## src/rtl/fpu_pkg.sv

```systemverilog
// Shared FP constants: rounding-mode codes, special encodings and exception-flag bit positions.
package fpu_pkg;

  typedef enum logic [2:0] {
    RNe = 3'd0,
    RZ  = 3'd1,
    RD  = 3'd2,
    RU  = 3'd3,
    RNa = 3'd4
  } rm_e;

  localparam logic [31:0] FP_INFP = 32'h7F80_0000;
  localparam logic [31:0] FP_NANQ = 32'h7FC0_0000;

  localparam int FLAG_OV  = 3;
  localparam int FLAG_UN  = 2;
  localparam int FLAG_INV = 1;
  localparam int FLAG_INX = 0;

endpackage

```

## src/rtl/fp_rsp_fifo.sv

```systemverilog
// Response FIFO, first-word-fall-through with a registered head; a push reaches the head two edges later.
// Never stalls the writer: the caller guarantees space; the consumer pops via pop when !empty.
module fp_rsp_fifo #(
  parameter int DEPTH = 8,
  parameter int DW    = 38
) (
  input  logic                        clk,
  input  logic                        rst,
  input  logic                        push,
  input  logic [DW-1:0]               din,
  input  logic                        pop,
  output logic [DW-1:0]               dout,
  output logic                        full,
  output logic                        empty,
  output logic [$clog2(DEPTH+2)-1:0]  count
);

  localparam int AW = (DEPTH > 1) ? $clog2(DEPTH) : 1;
  localparam int CW = $clog2(DEPTH+2);

  logic [DW-1:0] mem [DEPTH];
  logic [AW-1:0] wr_ptr, rd_ptr;
  logic [CW-1:0] mem_cnt;
  logic          head_vld;
  logic          pop_ok, load, wr_en;

  function automatic logic [AW-1:0] ptr_inc(input logic [AW-1:0] p);
    return (p == AW'(DEPTH-1)) ? '0 : p + 1'b1;
  endfunction

  assign pop_ok = pop && head_vld;
  // Head register refills from storage whenever it is empty or being drained.
  assign load   = (mem_cnt != '0) && (!head_vld || pop_ok);
  assign wr_en  = push && (mem_cnt != CW'(DEPTH));

  assign count = mem_cnt + CW'(head_vld);
  assign full  = (count >= CW'(DEPTH));
  assign empty = !head_vld;

  always_ff @(posedge clk or negedge rst) begin
    if (!rst) begin
      wr_ptr   <= '0;
      rd_ptr   <= '0;
      mem_cnt  <= '0;
      head_vld <= 1'b0;
      dout     <= '0;
    end else begin
      if (wr_en) wr_ptr <= ptr_inc(wr_ptr);
      if (load) begin
        rd_ptr   <= ptr_inc(rd_ptr);
        dout     <= mem[rd_ptr];
        head_vld <= 1'b1;
      end else if (pop_ok) begin
        head_vld <= 1'b0;
      end
      mem_cnt <= mem_cnt + CW'(wr_en) - CW'(load);
    end
  end

  always_ff @(posedge clk) begin
    if (wr_en) mem[wr_ptr] <= din;
  end

endmodule

```

## src/rtl/fp_sqr_sched.sv

```systemverilog
// Round-robin, credit-gated scheduler sharing one fixed-latency sqrt unit; accept->rsp_valid is LAT+2 edges.
// Issue stops when credits run out, so the non-stallable unit can always deposit its result.
module fp_sqr_sched
  import fpu_pkg::*;
#(
  parameter int NREQ  = 4,
  parameter int W     = 32,
  parameter int LAT   = 3,
  parameter int DEPTH = 8,
  parameter int IDW   = $clog2(NREQ)
) (
  input  logic              clk,
  input  logic              rst,
  input  logic [NREQ-1:0]   req_valid,
  output logic [NREQ-1:0]   req_ready,
  input  logic [NREQ*W-1:0] req_data,
  input  logic [NREQ*3-1:0] req_rm,
  output logic [W-1:0]      unit_in,
  output logic [2:0]        unit_rm,
  output logic              unit_act,
  input  logic [W-1:0]      unit_out,
  input  logic [3:0]        unit_flags,
  output logic              rsp_valid,
  input  logic              rsp_ready,
  output logic [IDW-1:0]    rsp_id,
  output logic [W-1:0]      rsp_data,
  output logic [3:0]        rsp_flags,
  output logic              busy
);

  localparam int CRW = $clog2(DEPTH+1);
  localparam int FCW = $clog2(DEPTH+2);
  localparam int DW  = IDW + W + 4;

  logic [CRW-1:0] credits;
  logic [IDW-1:0] rr_ptr, grant, arb_idx, act_id;
  logic           grant_vld, pop;
  logic [LAT-1:0] tag_vld;
  logic [IDW-1:0] tag_id [LAT];
  logic           fifo_full, fifo_empty;
  logic [FCW-1:0] fifo_count;

  // fifo_full is implied by credits==0; kept as an independent guard on issue.
  always_comb begin
    grant_vld = 1'b0;
    grant     = '0;
    arb_idx   = '0;
    if (credits != '0 && !fifo_full) begin
      for (int k = 0; k < NREQ; k++) begin
        arb_idx = IDW'((int'(rr_ptr) + k) % NREQ);
        if (!grant_vld && req_valid[arb_idx]) begin
          grant_vld = 1'b1;
          grant     = arb_idx;
        end
      end
    end
  end

  always_comb begin
    req_ready = '0;
    if (grant_vld) req_ready[grant] = 1'b1;
  end

  assign pop = rsp_valid && rsp_ready;

  always_ff @(posedge clk or negedge rst) begin
    if (!rst) begin
      unit_in  <= '0;
      unit_rm  <= '0;
      unit_act <= 1'b0;
      act_id   <= '0;
      rr_ptr   <= '0;
      credits  <= CRW'(DEPTH);
      busy     <= 1'b0;
    end else begin
      unit_act <= grant_vld;
      if (grant_vld) begin
        unit_in <= req_data[grant*W +: W];
        unit_rm <= req_rm[grant*3 +: 3];
        act_id  <= grant;
        rr_ptr  <= (grant == IDW'(NREQ-1)) ? '0 : grant + 1'b1;
      end
      credits <= credits - CRW'(grant_vld) + CRW'(pop);
      busy    <= (|tag_vld) || (fifo_count != '0);
    end
  end

  // Tag pipeline mirrors the unit's latency; stage LAT-1 lines up with unit_out.
  always_ff @(posedge clk or negedge rst) begin
    if (!rst) begin
      tag_vld <= '0;
      for (int i = 0; i < LAT; i++) tag_id[i] <= '0;
    end else begin
      tag_vld[0] <= unit_act;
      tag_id[0]  <= act_id;
      for (int i = 1; i < LAT; i++) begin
        tag_vld[i] <= tag_vld[i-1];
        tag_id[i]  <= tag_id[i-1];
      end
    end
  end

  fp_rsp_fifo #(
    .DEPTH (DEPTH),
    .DW    (DW)
  ) u_rsp_fifo (
    .clk   (clk),
    .rst   (rst),
    .push  (tag_vld[LAT-1]),
    .din   ({tag_id[LAT-1], unit_out, unit_flags}),
    .pop   (pop),
    .dout  ({rsp_id, rsp_data, rsp_flags}),
    .full  (fifo_full),
    .empty (fifo_empty),
    .count (fifo_count)
  );

  assign rsp_valid = !fifo_empty;

endmodule

```

## config.mk

```make
export PLATFORM = sky130hd
export DESIGN_NAME = fp_sqr_sched
export DESIGN_NICKNAME = d
export VERILOG_FILES = /design/src/rtl/fpu_pkg.sv /design/src/rtl/fp_rsp_fifo.sv /design/src/rtl/fp_sqr_sched.sv
export SDC_FILE = /design/constraint.sdc
export NUM_CORES = 1
export LEC_CHECK = 0
export BUFFER_PORTS_ARGS = -buffer_cell sky130_fd_sc_hd__buf_2
export CORE_ASPECT_RATIO = 1.25
export CORE_MARGIN = 3
export CORE_UTILIZATION = 59
export CTS_BUF_LIST = sky130_fd_sc_hd__clkbuf_4
export CTS_CLUSTER_DIAMETER = 30
export DETAILED_ROUTE_END_ITERATION = 12
export PLACE_DENSITY = 0.82
export REMOVE_ABC_BUFFERS = 1
export SKIP_LAST_GASP = 1
export SLEW_MARGIN = 0
export SYNTH_ARGS = -nofsm -noshare
export SYNTH_HDL_FRONTEND = slang
export SYNTH_HIERARCHICAL = 1
export SYNTH_SLANG_ARGS = --single-unit
export TNS_END_PERCENT = 5
```

## constraint.sdc

```tcl
create_clock -name clk -period 6.5 [get_ports clk]
set_clock_uncertainty 0.1 [all_clocks]
set_input_delay 0.65 -clock clk [delete_from_list [all_inputs] [get_ports clk]]
set_output_delay 0.65 -clock clk [all_outputs]
set_load 0.005 [all_outputs]
```

* Yosys cells after proc, flatten, opt, wreduce, memory -nomap -nowiden
Memory sizes are Yosys's and may differ from the RTL's. A register that Yosys moved wholly into a read port is not among the register bits.
Cells that the tools add are included.
** Operators by class
- Add/sub/neg operators :: 11
- $mul :: 1
- Divide/modulo/power cells :: 0
- Magnitude comparators :: 7
- Equal/unequal tests :: 4
- Shift-type cells :: 2
- Muxes and demuxes :: 31
- Bitwise gates (word level) :: 0
- Reduce and logical (&&, ||, !) cells :: 22
** Operators by type and width (count)
- 128-bit by 8-bit indexed part select with 32-bit output :: 1
- 1-bit two-way mux :: 17
- 2-bit by 3-bit less-than comparator with 1-bit output, second input constant :: 5
- 4-bit by 1-bit adder with 4-bit output :: 3
- 2-bit two-way mux :: 6
- 4-bit nonzero test :: 3
- 12-bit by 5-bit indexed part select with 3-bit output :: 1
- 1-bit logical AND :: 9
- 1-bit binary-select mux with 2-bit select :: 4
- 4-bit by 1-bit subtractor with 4-bit output :: 2
- 3-bit by 1-bit adder with 3-bit output, second input constant :: 2
- 3-bit equality test, second input constant :: 2
- 1-bit logical NOT :: 6
- 3-bit two-way mux :: 2
- 2-bit by 1-bit adder with 2-bit output, second input constant :: 2
- 2-bit adder, second input constant :: 2
- 4-bit greater-or-equal comparator, second input constant :: 1
- 2-bit by 2-bit multiplier with 4-bit output, second input constant :: 1
- 4-bit two-way mux :: 1
- 4-bit != test, second input constant :: 1
- 3-bit OR reduction :: 1
- 1-bit demux with 2-bit select :: 1
- 2-bit equality test, second input constant :: 1
- 2-bit by 1-bit greater-or-equal comparator with 1-bit output, second input constant :: 1
- 2 further kinds :: 3
** Word-level totals
- Register bits :: 65
- Bits in latches :: 0
- RAM bits :: 304
- Memory bits (read-only) :: 0
- Bits of input ports :: 183
- Word-level logic and storage cells :: 94
- Memories kept :: 1
** Memories
- u_rsp_fifo.mem :: depth 8, width 38, rd ports 1, clocked after Yosys merged registers in 1, write ports 1, RTL line fp_rsp_fifo.sv:21 : logic [DW-1:0] mem [DEPTH];

* Logic depth before layout (Yosys ltp)
Gate-level depths: netlist (run 1).
- Depth after elaboration :: 22
- Mapped depth :: 14
- Mapped depth without buffers :: 13

* Cells and area by module
The synthesis (run 1) kept the hierarchy.
** Modules (own cells, without submodules)
- fp_rsp_fifo :: instances 1, cells each 764, area an instance 13814.5 um^2, sequential area each 10354.9 um^2
- fp_sqr_sched :: instances 1, cells each 321, area an instance 3616.0 um^2, sequential area each 1352.5 um^2

* Worst setup path after synthesis (run 1)
Ideal clock, no wire load.
- Path kind :: reg2reg
- From :: register u_rsp_fifo.mem_cnt[2]
- To :: memory u_rsp_fifo.mem[0][0] (enable)
- Library setup time :: 0.528 ns
- Data arrival time :: 4.468 ns
- Data required time :: 5.872 ns
- Slack :: 1.404 ns
- Stages on the path, launching flop included :: 6
- Buffers on the path :: 0
- Path through :: dfrtp_1 inv_1 ha_1 inv_1 o31ai_2 nor4_1
** Between the ends
- Longest elaborated chain between the ends :: 4
** Ends and longest elaborated chain
- start, declared :: RTL line fp_rsp_fifo.sv:23 : logic [CW-1:0] mem_cnt;
- start signal, assigned :: RTL line fp_rsp_fifo.sv:56 : mem_cnt <= mem_cnt + CW'(wr_en) - CW'(load);
- 4-bit != test :: RTL line fp_rsp_fifo.sv:34 : assign wr_en = push && (mem_cnt != CW'(DEPTH));
- 1-bit logical AND :: RTL line fp_rsp_fifo.sv:34
- 1-bit two-way mux :: RTL line fp_rsp_fifo.sv:61 : if (wr_en) mem[wr_ptr] <= din;
- 1-bit two-way mux (implied by the code) :: RTL line fp_rsp_fifo.sv:61
- end, declared :: RTL line fp_rsp_fifo.sv:21
No other way between the ends.

* Worst setup path in the final report (run 1)
- From :: register u_rsp_fifo.mem_cnt[1]
- To :: output port req_ready[1]
** Between the ends
- Longest elaborated chain between the ends :: 10
- Elaborated cells on any way between the ends :: 12
- Those cells by class :: add/sub (1); order compare (3); mux (5); reduce/logical (3)
** Ends and longest elaborated chain
- 4-bit by 1-bit adder with 4-bit output (*) :: RTL line fp_rsp_fifo.sv:36 : assign count = mem_cnt + CW'(head_vld);
- 4-bit greater-or-equal comparator (*) :: RTL line fp_rsp_fifo.sv:37 : assign full = (count >= CW'(DEPTH));
- via fifo_full :: RTL line fp_sqr_sched.sv:40 : logic fifo_full, fifo_empty;
- 1-bit logical NOT (*) :: RTL line fp_sqr_sched.sv:48 : if (credits != '0 && !fifo_full) begin
- 1-bit logical AND (*) :: RTL line fp_sqr_sched.sv:48
- 2-bit two-way mux :: RTL line fp_sqr_sched.sv:48
- 2-bit by 3-bit less-than comparator with 1-bit output (implied by the code) / 2-bit by 1-bit greater-or-equal comparator with 1-bit output (equally long branches) :: RTL line fp_sqr_sched.sv:61 : if (grant_vld) req_ready[grant] = 1'b1;
- 1-bit logical AND (implied by the code) :: RTL line fp_sqr_sched.sv:61
- 1-bit two-way mux (implied by the code) :: RTL line fp_sqr_sched.sv:61
- 1-bit demux with 2-bit select :: RTL line fp_sqr_sched.sv:61
- 4-bit two-way mux (*) :: RTL line fp_sqr_sched.sv:61
- end, declared :: RTL line fp_sqr_sched.sv:15 : output logic [NREQ-1:0] req_ready,
Mark *: on every way through the listed nets, which the timed path passes. The rest lies on a longest branch.

==> results of run 1 <==
-- sequential cells by signal, indices dropped and copies added, names as in the netlist, 2 cells and up --
signal / count
act_id: 2
tag_id: 6
u_rsp_fifo/dout: 38
unit_in: 32
u_rsp_fifo/mem_cnt: 4
u_rsp_fifo/wr_ptr: 3
unit_rm: 3
tag_vld: 3
u_rsp_fifo/rd_ptr: 3
u_rsp_fifo/mem: 304
credits: 4
rr_ptr: 2
-- cells in the mapped netlist (5+ instances only) --
cell      count
buf_6         9
buf_2        21
inv_1        17
nor3_1        6
xor2_1        5
and4_1       32
mux2_2       82
o31ai_2      10
a211oi_1      8
mux2i_1     108
edfxtp_1    304
clkbuf_1     29
buf_4         7
o31ai_1      32
o22ai_1      38
nand2b_1      5
nor2_1       45
nand2_1      12
ha_1         22
a21oi_1       6
a211oi_2     56
dfrtp_1     102
a22o_1       38
o21ai_0      40
-- metrics by stage --
step | cell area [um^2] | std cells
2_1_floorplan | 16900 | 1012
3_3_place_gp | 19000 | 1685
4_1_cts | 20300 | 1853
3_5_place_dp | 19000 | 1685
5_1_grt | 20300 | 1857
6_report | 20300 | 1860
-- metal layers --
metal	track usage (%)	vias up
li1	-	4956
met1	32.0	5342
met2	44.8	589
met3	5.86	77
met4	10.6	0
met5	0	-
-- worst max-delay path by stage --
stage                               start                    to  slack (ps)  cells after the start
finish              u_rsp_fifo/mem_cnt[1]          req_ready[1]        2070                      8
global route        u_rsp_fifo/mem_cnt[1]          req_ready[0]        1790                      8
CTS                 u_rsp_fifo/mem_cnt[1]          req_ready[1]        1970                      8
detailed placement           req_valid[1]          req_ready[1]        2750                      7
global placement             req_valid[1]          req_ready[1]        2740                      7
floorplan            u_rsp_fifo/rd_ptr[0]  u_rsp_fifo/rd_ptr[0]        1010                      4
-- logic make-up after synthesis --
| kind of cell | count (synthesis) | share of synthesized area, % |
|---|---|---|
| buf+inv | 92 | 3.17 |
| xor+xnor | 7 | 0.352 |
| simple gates | 120 | 4.02 |
| fa+ha+maj | 24 | 1.81 |
| mux | 193 | 11.7 |
| flops | 407 | 67.2 |
| compound gates | 242 | 11.8 |
-- report_power, final --
group          internal (mW)  switching (mW)  total, mW
clock                   1.20           0.947       2.14
combinational           1.41            1.93       3.34
sequential              3.51           0.412       3.92
-- final cells by class --
type / count / area, um^2 / share of cell area [%]
Antenna cell: 7 / 17.5 / 0.0861
Clock buffer: 135 / 1010 / 4.98
Clock inverter: 32 / 298 / 1.46
Inverter: 19 / 71.3 / 0.351
Multi-Input combinational cell: 586 / 5260 / 25.9
Sequential cell: 407 / 11700 / 57.6
Tap cell: 390 / 488 / 2.40
Timing Repair Buffer: 284 / 1480 / 7.28
-- worst reg2reg max path, delay by kind of cell, from the launching register on --
| kind | cells | cell delay, ps |
|---|---|---|
| simple gates | 2 | 410 |
| fa+ha+maj | 4 | 1080 |
| flops | 1 | 510 |
| buf+inv | 2 | 660 |
| compound gates | 1 | 280 |
| xor+xnor | 2 | 320 |
==> summary.md, run 1 <==
| Metric | Value |
|---|---|
| Status | finished clean |
| CTS tree | done |
| Synth top area share | between 50% and 60% |
| Proportion of layout cells with a drive suffix above 1 | 41.3% |
| First-pass GRT wire length | 62,600 um |
| Wl on met1 | 15,000 um |
| Yosys reg bits | ~410 |
| Synth warnings | 6 |
| Die height | 198 um |
| Sequential area share after synthesis | 67.2% |
| Distinct cells, synth | 52 |
| Worst hold stages | 1 |
| Hold Vio Cnt, Final | 0 |
| Routed via count | around 11,000 |
| Crit path buf inv count | 1 |
| Post-DP HPWL | 24,300 um |
| Asr flop ratio synth | 25.3% |
| Critical Path AT | 3680 ps |
| Tcrit/Tclk final | ~68% |
| Post-route ant nets | 0 |
| Starting DRC count in detailed routing | ~900 |
| Fillers | 1,914 |
| Wire length on met2 | 21,100 um |
| Top post-synthesis cells by area | edfxtp_1, dfrtp_1, mux2i_1 |
| DRT Pass-1 Iters | 5 |
| Peak Freq | 226 MHz |
| Most used cell, CP | ha_1 |
| Cts bufs inserted | 92 |
| DR WL met3 | 4120 um |
| R2r setup slk | 2970 ps |
| Top routing layer used | met4 |
| Power Total | between 9 and 10 mW |
| Worst r2r dst | credits[2] |
| Final WS setup | 2070 ps |
| Setup tns final | 0 ps |
| Commonest non-fill, non-tap cell in the layout | edfxtp_1 |
| Root buf cell | clkbuf_4 |
| Synthesized area | around 17,000 um^2 |
| Post-CTS Repair Setup Buffers | 0 |
| Final Setup Violations | 0 |
| DR DRC count | 0 |
| Core Util, Final | 70.8% |
| Hold EP | u_rsp_fifo/mem[1][11] |
| Slew @ Worst Pin | 1200 ps |
| Commonest non-fill, non-tap cells in the layout | edfxtp_1, buf_2, clkbuf_4 |
| Hold path startpoint | unit_out[7] |
| Most used flip-flop cell after synthesis | edfxtp_1 |
| RSZ-0062 raised after global routing | no |
| Final hold slack | 75.0 ps |
| Clock latency on the worst-skew pair | 740 ps |
| WL final | 41,200 um |
| Clock sinks | 407 |
| CP max FO | 39 |
| # Max-Cap Violations | 0 |
| Top delay family on crit path | simple AND/OR/NAND/NOR gates |
| Detailed-route wire length per cell | 22.1 um |
| GR Overflow Total | 0 |
| Largest stage delay, worst path | 870 ps |
| Gp weighted congestion | about 0.84 |
| Initial Util | 60.6% |
| DR vias/cell | 5.89 |
| Worst setup path category | flop to output pin |
| Post-route minimum period | 4430 ps |
| PD cells | ~460 nW/um^2 |
| Leakage | 7.98 nW |
| Vias in the first global route | 11,388 |
| I/O Buffers | 262 |
| FP Rows | a little under 70 |
| Area leader, netlist | edfxtp_1 |
| Longest Clk Path Bufs | 3 |
| CTS Hold Bufs | 1 |
| Die width | 160 um |
| Mean Syn Cell Area | about 16 um^2 |
| Initial antenna violation count | 5 |
| Min-delay worst type | input port to flop |
| Mapped Cells | 1,085 |
| Cell Chain, Critical Path | ha_1, nand2_1, xnor2_1, a21oi_2, nand3_2, ha_1, and3_1, buf_2 |
| Post-synth EDFFs | 304 |
| Clk pin slew, worst setup/hold paths | 70 ps |
| Area delta synth->final | 16.7% |
| Crit path required time | roughly 5800 ps |
| Total track usage | 26.0% |
| Die ar. | 31,700 um^2 |
| Final net count | 1,597 |
| Pre-CTS setup slack | 2750 ps |
| Cells on worst reg2reg path | 11 |
| Largest net degree at the start of global routing | 76 |
| Fin. max-slew vios | 0 |
| Worst path slowest cell | nand3_2 |
| Crit path capture type | output pin |
| Reg-to-Reg Start | u_rsp_fifo/mem_cnt[1] |
| Worst slew margin relative to its limit | 18.7% |
| Maximum vdd drop | 0.458 mV |
| Depth of the CTS H-tree | 3 |
| I/O pins | 263 |
| CTS resizes | 0 |
| Core area | ~29,000 um^2 |
| CP Launch Type | flop |
Note: power is estimated with default switching activity, not from simulation.
==> run 2, diff against run 1 <==
==> constraint.sdc (replaced) <==
create_clock -name clk -period 4.1 [get_ports clk]
set_clock_uncertainty 0.1 [all_clocks]
set_input_delay 0.41 -clock clk [delete_from_list [all_inputs] [get_ports clk]]
set_output_delay 0.41 -clock clk [all_outputs]
set_load 0.005 [all_outputs]
==> summary.md, run 2 (synthesis gave the netlist of run 1 again) <==
| Metric | Value |
|---|---|
| # Max-Cap Violations | 0 |
| Die ar. | 31,700 um^2 |
| Sequential share of power | around 40% |
| Commonest non-fill, non-tap cells in the layout | edfxtp_1, buf_2, clkbuf_4 |
| Clock latency on the worst-skew pair | 750 ps |
| Leakage | 8.60 nW |
| CP max FO | 37 |
| Worst setup path category | flop to flop |
| Biggest regs | u_rsp_fifo/mem (304), u_rsp_fifo/dout (38), unit_in (32) |
| Switch Pwr | 5.42 mW |
| Total track usage | 28.1% |
| Detailed-route wire length per cell | 22.2 um |
| PD cells | 718 nW/um^2 |
| FP Rows | 69 |
| Switching Fraction | 34.8% |
| DR DRC count | 0 |
| Power Total | 15.6 mW |
| Commonest non-fill, non-tap cell in the layout | edfxtp_1 |
| Initial Util | between 60% and 70% |
| Post-CTS Repair Setup Buffers | 0 |
| Vias in the first global route | roughly 13,000 |
| Critical Path AT | 4300 ps |
| Worst slew margin relative to its limit | 19.7% |
| Post-DP HPWL | 25,900 um |
| Fin. max-slew vios | 0 |
| Crit path capture type | flop |
| Longest Clk Path Bufs | 3 |
| First-pass GRT wire length | 68,400 um |
| Largest reg by FF count | u_rsp_fifo/mem |
| Final WS setup | 321 ps |
| Min-delay worst type | input port to flop |
| Peak Freq | 265 MHz |
| Hold Vio Cnt, Final | 0 |
| Slew @ Worst Pin | 1200 ps |
| Routed via count | 11,753 |
| Final Setup Violations | 0 |
| Layout Cells excl Fill | 2,004 |
| Post-route ant nets | 0 |
| Post-route minimum period | 3780 ps |
| Starting DRC count in detailed routing | 770 |
| Final net count | 1,737 |
| Clock sinks | between 400 and 500 |
| Crit path required time | ~4600 ps |
| Core area | 28,700 um^2 |
| Maximum vdd drop | 0.482 mV |
| Pre-CTS setup slack | roughly 860 ps |
| Cts bufs inserted | 97 |
| DRT Pass-1 Iters | 5 |
| GR Overflow Total | 0 |
| DP Cell Count | about 1,700 |
| Largest register FFs | 304 |
| Depth of the CTS H-tree | 3 |
| Area delta synth->final | 24.5% |
| Clk pin slew, worst setup/hold paths | 70 ps |
| I/O Buffers | about 260 |
| Initial antenna violation count | 2 |
| Largest net degree at the start of global routing | 64 |
| Gp weighted congestion | just under 1 |
| Root buf cell | clkbuf_4 |
| CTS tree | done |
| WL final | 44,600 um |
| DR vias/cell | 5.86 |
| I/O pins | 263 |
| Clock share of power | 21.5% |
| Gate power share | 38.8% |
| Tcrit/Tclk final | 92.2% |
| CP Launch Type | flop |
| Die height | 198 um |
| RSZ-0062 raised after global routing | no |
| Proportion of layout cells with a drive suffix above 1 | 38.4% |
| Power Internal | 10.2 mW |
| Die width | ~160 um |
| Status | finished clean |
run 2: what timing repair did:
action	CTS	global route
resized for setup	0	1
hold endpoints to repair	385	0
endpoints found under the setup margin	0	17
hold buffers	130	0
run 2: per-layer routing:
| layer | part of all wire (%) | GRT usage (%) | vias up |
|---|---|---|---|
| met4 | 4.6 | 14.4 | 0 |
| li1 | - | - | 5243 |
| met1 | 36 | 33.0 | 5789 |
| met2 | 51 | 48.8 | 604 |
| met3 | 8.0 | 6.26 | 117 |
| met5 | 0 | 0 | - |
run 2: metrics by stage:
stage               setup TNS (ps)  instance area (um^2)  hold WS [ps]  util [%]
floorplan                   -86920                 16900          14.4         -
detailed placement               0                 19100           235      66.4
CTS                              0                 21700          7.38      75.4
finish                           0                 21700          61.8      75.5
global route                     0                 21700          33.3      75.5
global placement                 0                 19100           235      66.4
run 2: final cells by class:
class | instances | area [um^2]
Clock buffer | 145 | 1090
Tap cell | 390 | 488
Fill cell | 1686 | 7040
Antenna cell | 3 | 7.51
Clock inverter | 35 | 221
Sequential cell | 407 | 11700
Multi-Input combinational cell | 587 | 5270
Inverter | 19 | 71.3
Timing Repair Buffer | 418 | 2850
run 2: power groups by stage:
stage          clock network (mW)  registers (mW)  logic [mW]
3_5_place_dp                    0            6.28        5.37
6_report                     3.35            6.20        6.05
4_1_cts                      3.42            6.20        5.97
2_1_floorplan                   0            6.30        3.57
3_3_place_gp                    0            6.21        5.21
5_1_grt                      3.65            6.30        6.52
run 2: worst max-delay path: stages (launching register included):
cell           delay [ps]
dfrtp_1               430
nor2b_1               190
o21ai_4               660
nand3_4               450
buf_4                 350
a211oi_2              280
dlygate4sd3_1         600
a211oi_2               40
dlygate4sd3_1         590
run 2: worst paths after layout:
check                      slack (ps)     startpoint  depth (start not counted)                   to
max                               320      rr_ptr[1]                          8          unit_in[19]
min                                60  req_data[120]                          4          unit_in[24]
max reg2reg                       320      rr_ptr[1]                          8          unit_in[19]
min reg2reg                       250      tag_id[2]                          0            tag_id[0]
max in group asynchronous        2730            rst                          3  u_rsp_fifo/dout[15]
min in group asynchronous         220            rst                          2  u_rsp_fifo/dout[23]
==> run 3, diff against run 2 <==
--- a/config.mk
+++ b/config.mk
@@ -8,11 +8,12 @@
 export BUFFER_PORTS_ARGS = -buffer_cell sky130_fd_sc_hd__buf_2
 export CORE_ASPECT_RATIO = 1.25
 export CORE_MARGIN = 3
-export CORE_UTILIZATION = 59
+export CORE_UTILIZATION = 45
 export CTS_BUF_LIST = sky130_fd_sc_hd__clkbuf_4
 export CTS_CLUSTER_DIAMETER = 30
 export DETAILED_ROUTE_END_ITERATION = 12
-export PLACE_DENSITY = 0.82
+export GPL_TIMING_DRIVEN = 0
+export PLACE_DENSITY = 0.65
 export REMOVE_ABC_BUFFERS = 1
 export SKIP_LAST_GASP = 1
 export SLEW_MARGIN = 0
==> summary.md, run 3 (synthesis gave the netlist of run 1 again) <==
| Metric | Value |
|---|---|
| Peak Freq | approximately 240 MHz |
| Final net count | 1,802 |
| Final WS setup | -12.1 ps |
| Placed cell areas | about 20,000 um^2 |
| Commonest non-fill, non-tap cell in the layout | edfxtp_1 |
| Post-route minimum period | approximately 4000 ps |
| Maximum vdd drop | 0.401 mV |
| Worst slew margin relative to its limit | 13.9% |
| Largest net degree at the start of global routing | 68 |
| Critical Path AT | 4630 ps |
| I/O pins | 263 |
| R2r setup slk | -10 ps |
| RSZ-0062 raised after global routing | yes |
| Hold Vio Cnt, Final | 0 |
| Proportion of layout cells with a drive suffix above 1 | 38.1% |
| Root buf cell | clkbuf_4 |
| DRT Pass-1 Iters | 5 |
| Largest reg by FF count | u_rsp_fifo/mem |
| Clk pin slew, worst setup/hold paths | 70 ps |
| Cells on worst reg2reg path | 6 |
| Crit path from | rr_ptr[1] |
| PD cells | ~680 nW/um^2 |
| CP Launch Type | flop |
| Longest Clk Path Bufs | 3 |
| Fin. max-slew vios | 0 |
| Total track usage | a little over a fifth |
| Crit path capture type | flop |
| Worst path slowest cell | nand3_2 |
| # Max-Cap Violations | 0 |
| Worst setup path category | flop to flop |
| Clock sinks | 407 |
| DR vias/cell | approximately 5.4 |
| Cell Chain, Critical Path | nand2b_1, a21o_1, nand3_2, mux2i_1, dlygate4sd3_1, a211oi_2 |
| Tcrit/Tclk final | 100% |
| Commonest non-fill, non-tap cells in the layout | edfxtp_1, buf_2, dlygate4sd3_1 |
| Gp weighted congestion | 0.792 |
| GRT met2 Usage | between 30% and 40% |
| GR Overflow Total | 0 |
| DR DRC count | 0 |
| Final Setup Violations | 3 |
| I/O Buffers | between 200 and 300 |
| Post-DP HPWL | approximately 27,000 um |
| Min-delay worst type | input port to flop |
| Layout Cells excl Fill | 2,172 |
| DP Cell Count | 1,808 |
| Vias in the first global route | 12,830 |
| Leakage | between 9 and 10 nW |
| First-pass GRT wire length | between 60,000 and 70,000 um |
| Core area | 38,200 um^2 |
| Initial Util | 45.6% |
| Busiest grt layer | met2 |
| Slew @ Worst Pin | 1290 ps |
| Global-route met3 utilization | under 10% |
| Reg-to-Reg Start | rr_ptr[1] |
| FP Rows | 80 |
| Starting DRC count in detailed routing | 755 |
| Die width | 182 um |
| Worst r2r dst | unit_rm[2] |
| Depth of the CTS H-tree | 3 |
| Post-route ant nets | 0 |
| Biggest regs | u_rsp_fifo/mem (304), u_rsp_fifo/dout (38), unit_in (32) |
| Crit path required time | 4620 ps |
| Initial antenna violation count | 3 |
| CTS tree | done |
| Area delta synth->final | 30.2% |
| Post-route cell area | approximately 23,000 um^2 |
| Failing checks | negative setup slack |
| WL final | 45,300 um |
| Die height | 226 um |
| Final hold slack | 108 ps |
| CP max FO | 37 |
| Die ar. | just over 40,000 um^2 |
| Largest stage delay, worst path | 1210 ps |
| Worst setup path end | unit_rm[2] |
| Cts bufs inserted | between 100 and 150 |
| Clock latency on the worst-skew pair | ~760 ps |
| Largest register FFs | 304 |
| Routing usage on met1 | 25.3% |
| Detailed-route wire length per cell | 20.9 um |
| Status | complete, but fails checks |
| Post-CTS Repair Setup Buffers | 0 |
| Routed via count | 11,813 |
## run 3: cell types whose count changed in the layout (fill, tap and decap cells not counted), moves of 2 or more
cell / delta
dlygate4sd3_1: +45
buf_8: +4
buf_6: +16
buf_16: +9
buf_4: -17
clkbuf_4: +8
bufinv_16: -3
clkinv_2: +2
buf_12: +4
## run 3: area by class of cell
cell class,count,area [um^2]
antenna,2,5.00
clock buffer,153,1150
clock inverter,33,134
fill,2964,15500
inverter,19,71.3
multi-input combinational,587,5280
sequential,407,11700
tap,492,616
timing repair buffer,479,3740
## run 3: worst min path at each step
stage | start | endpoint | slack (ps) | depth (start not counted)
3_3_place_gp | tag_id[5] | tag_id[3] | 240 | 0
2_1_floorplan | rst | act_id[0] | 10 | 0
6_report | req_data[108] | unit_in[12] | 110 | 4
4_1_cts | req_data[108] | unit_in[12] | 7 | 4
3_5_place_dp | tag_id[5] | tag_id[3] | 230 | 0
5_1_grt | req_data[108] | unit_in[12] | 80 | 4
## run 3: per-layer routing
metal / share of wire (%) / wire (um) / up-vias
met5: 0.031 / 14 / -
met4: 3.8 / 1740 / 2
met3: 7.1 / 3230 / 120
li1: - / - / 5374
met1: 38 / 17300 / 5809
met2: 51 / 23100 / 508
## run 3: metrics by stage
stage	power, mW	setup WS, ps	util (%)	TNS (ps)
CTS	15.6	28.2	59.3	0
global placement	11.4	-5330	49.4	-905550
global route	16.5	-168	59.4	-2380
finish	15.5	-12.1	59.4	-22.6
floorplan	9.87	-1390	-	-86920
detailed placement	12.0	111	51.4	0
## run 3: what timing repair did
action,in CTS,in global routing
gates resized for setup,0,0
setup endpoints to repair,0,35
hold endpoints to repair,403,0
hold buffers,175,0
## run 3: power by group
part | switching [mW] | internal (mW) | total, mW
sequential | 0.617 | 5.56 | 6.18
clock | 1.56 | 1.71 | 3.27
combinational | 3.24 | 2.81 | 6.06
total | 5.42 | 10.1 | 15.5
## run 3: critical path, delay by kind of cell (launching register included)
| family | cells | cell delay (ps) |
|---|---|---|
| AO/OA/AOI/OAI | 2 | 980 |
| buffers and inverters | 1 | 630 |
| flip-flops | 1 | 440 |
| multiplexers | 1 | 480 |
| AND/OR/NAND/NOR | 2 | 1370 |
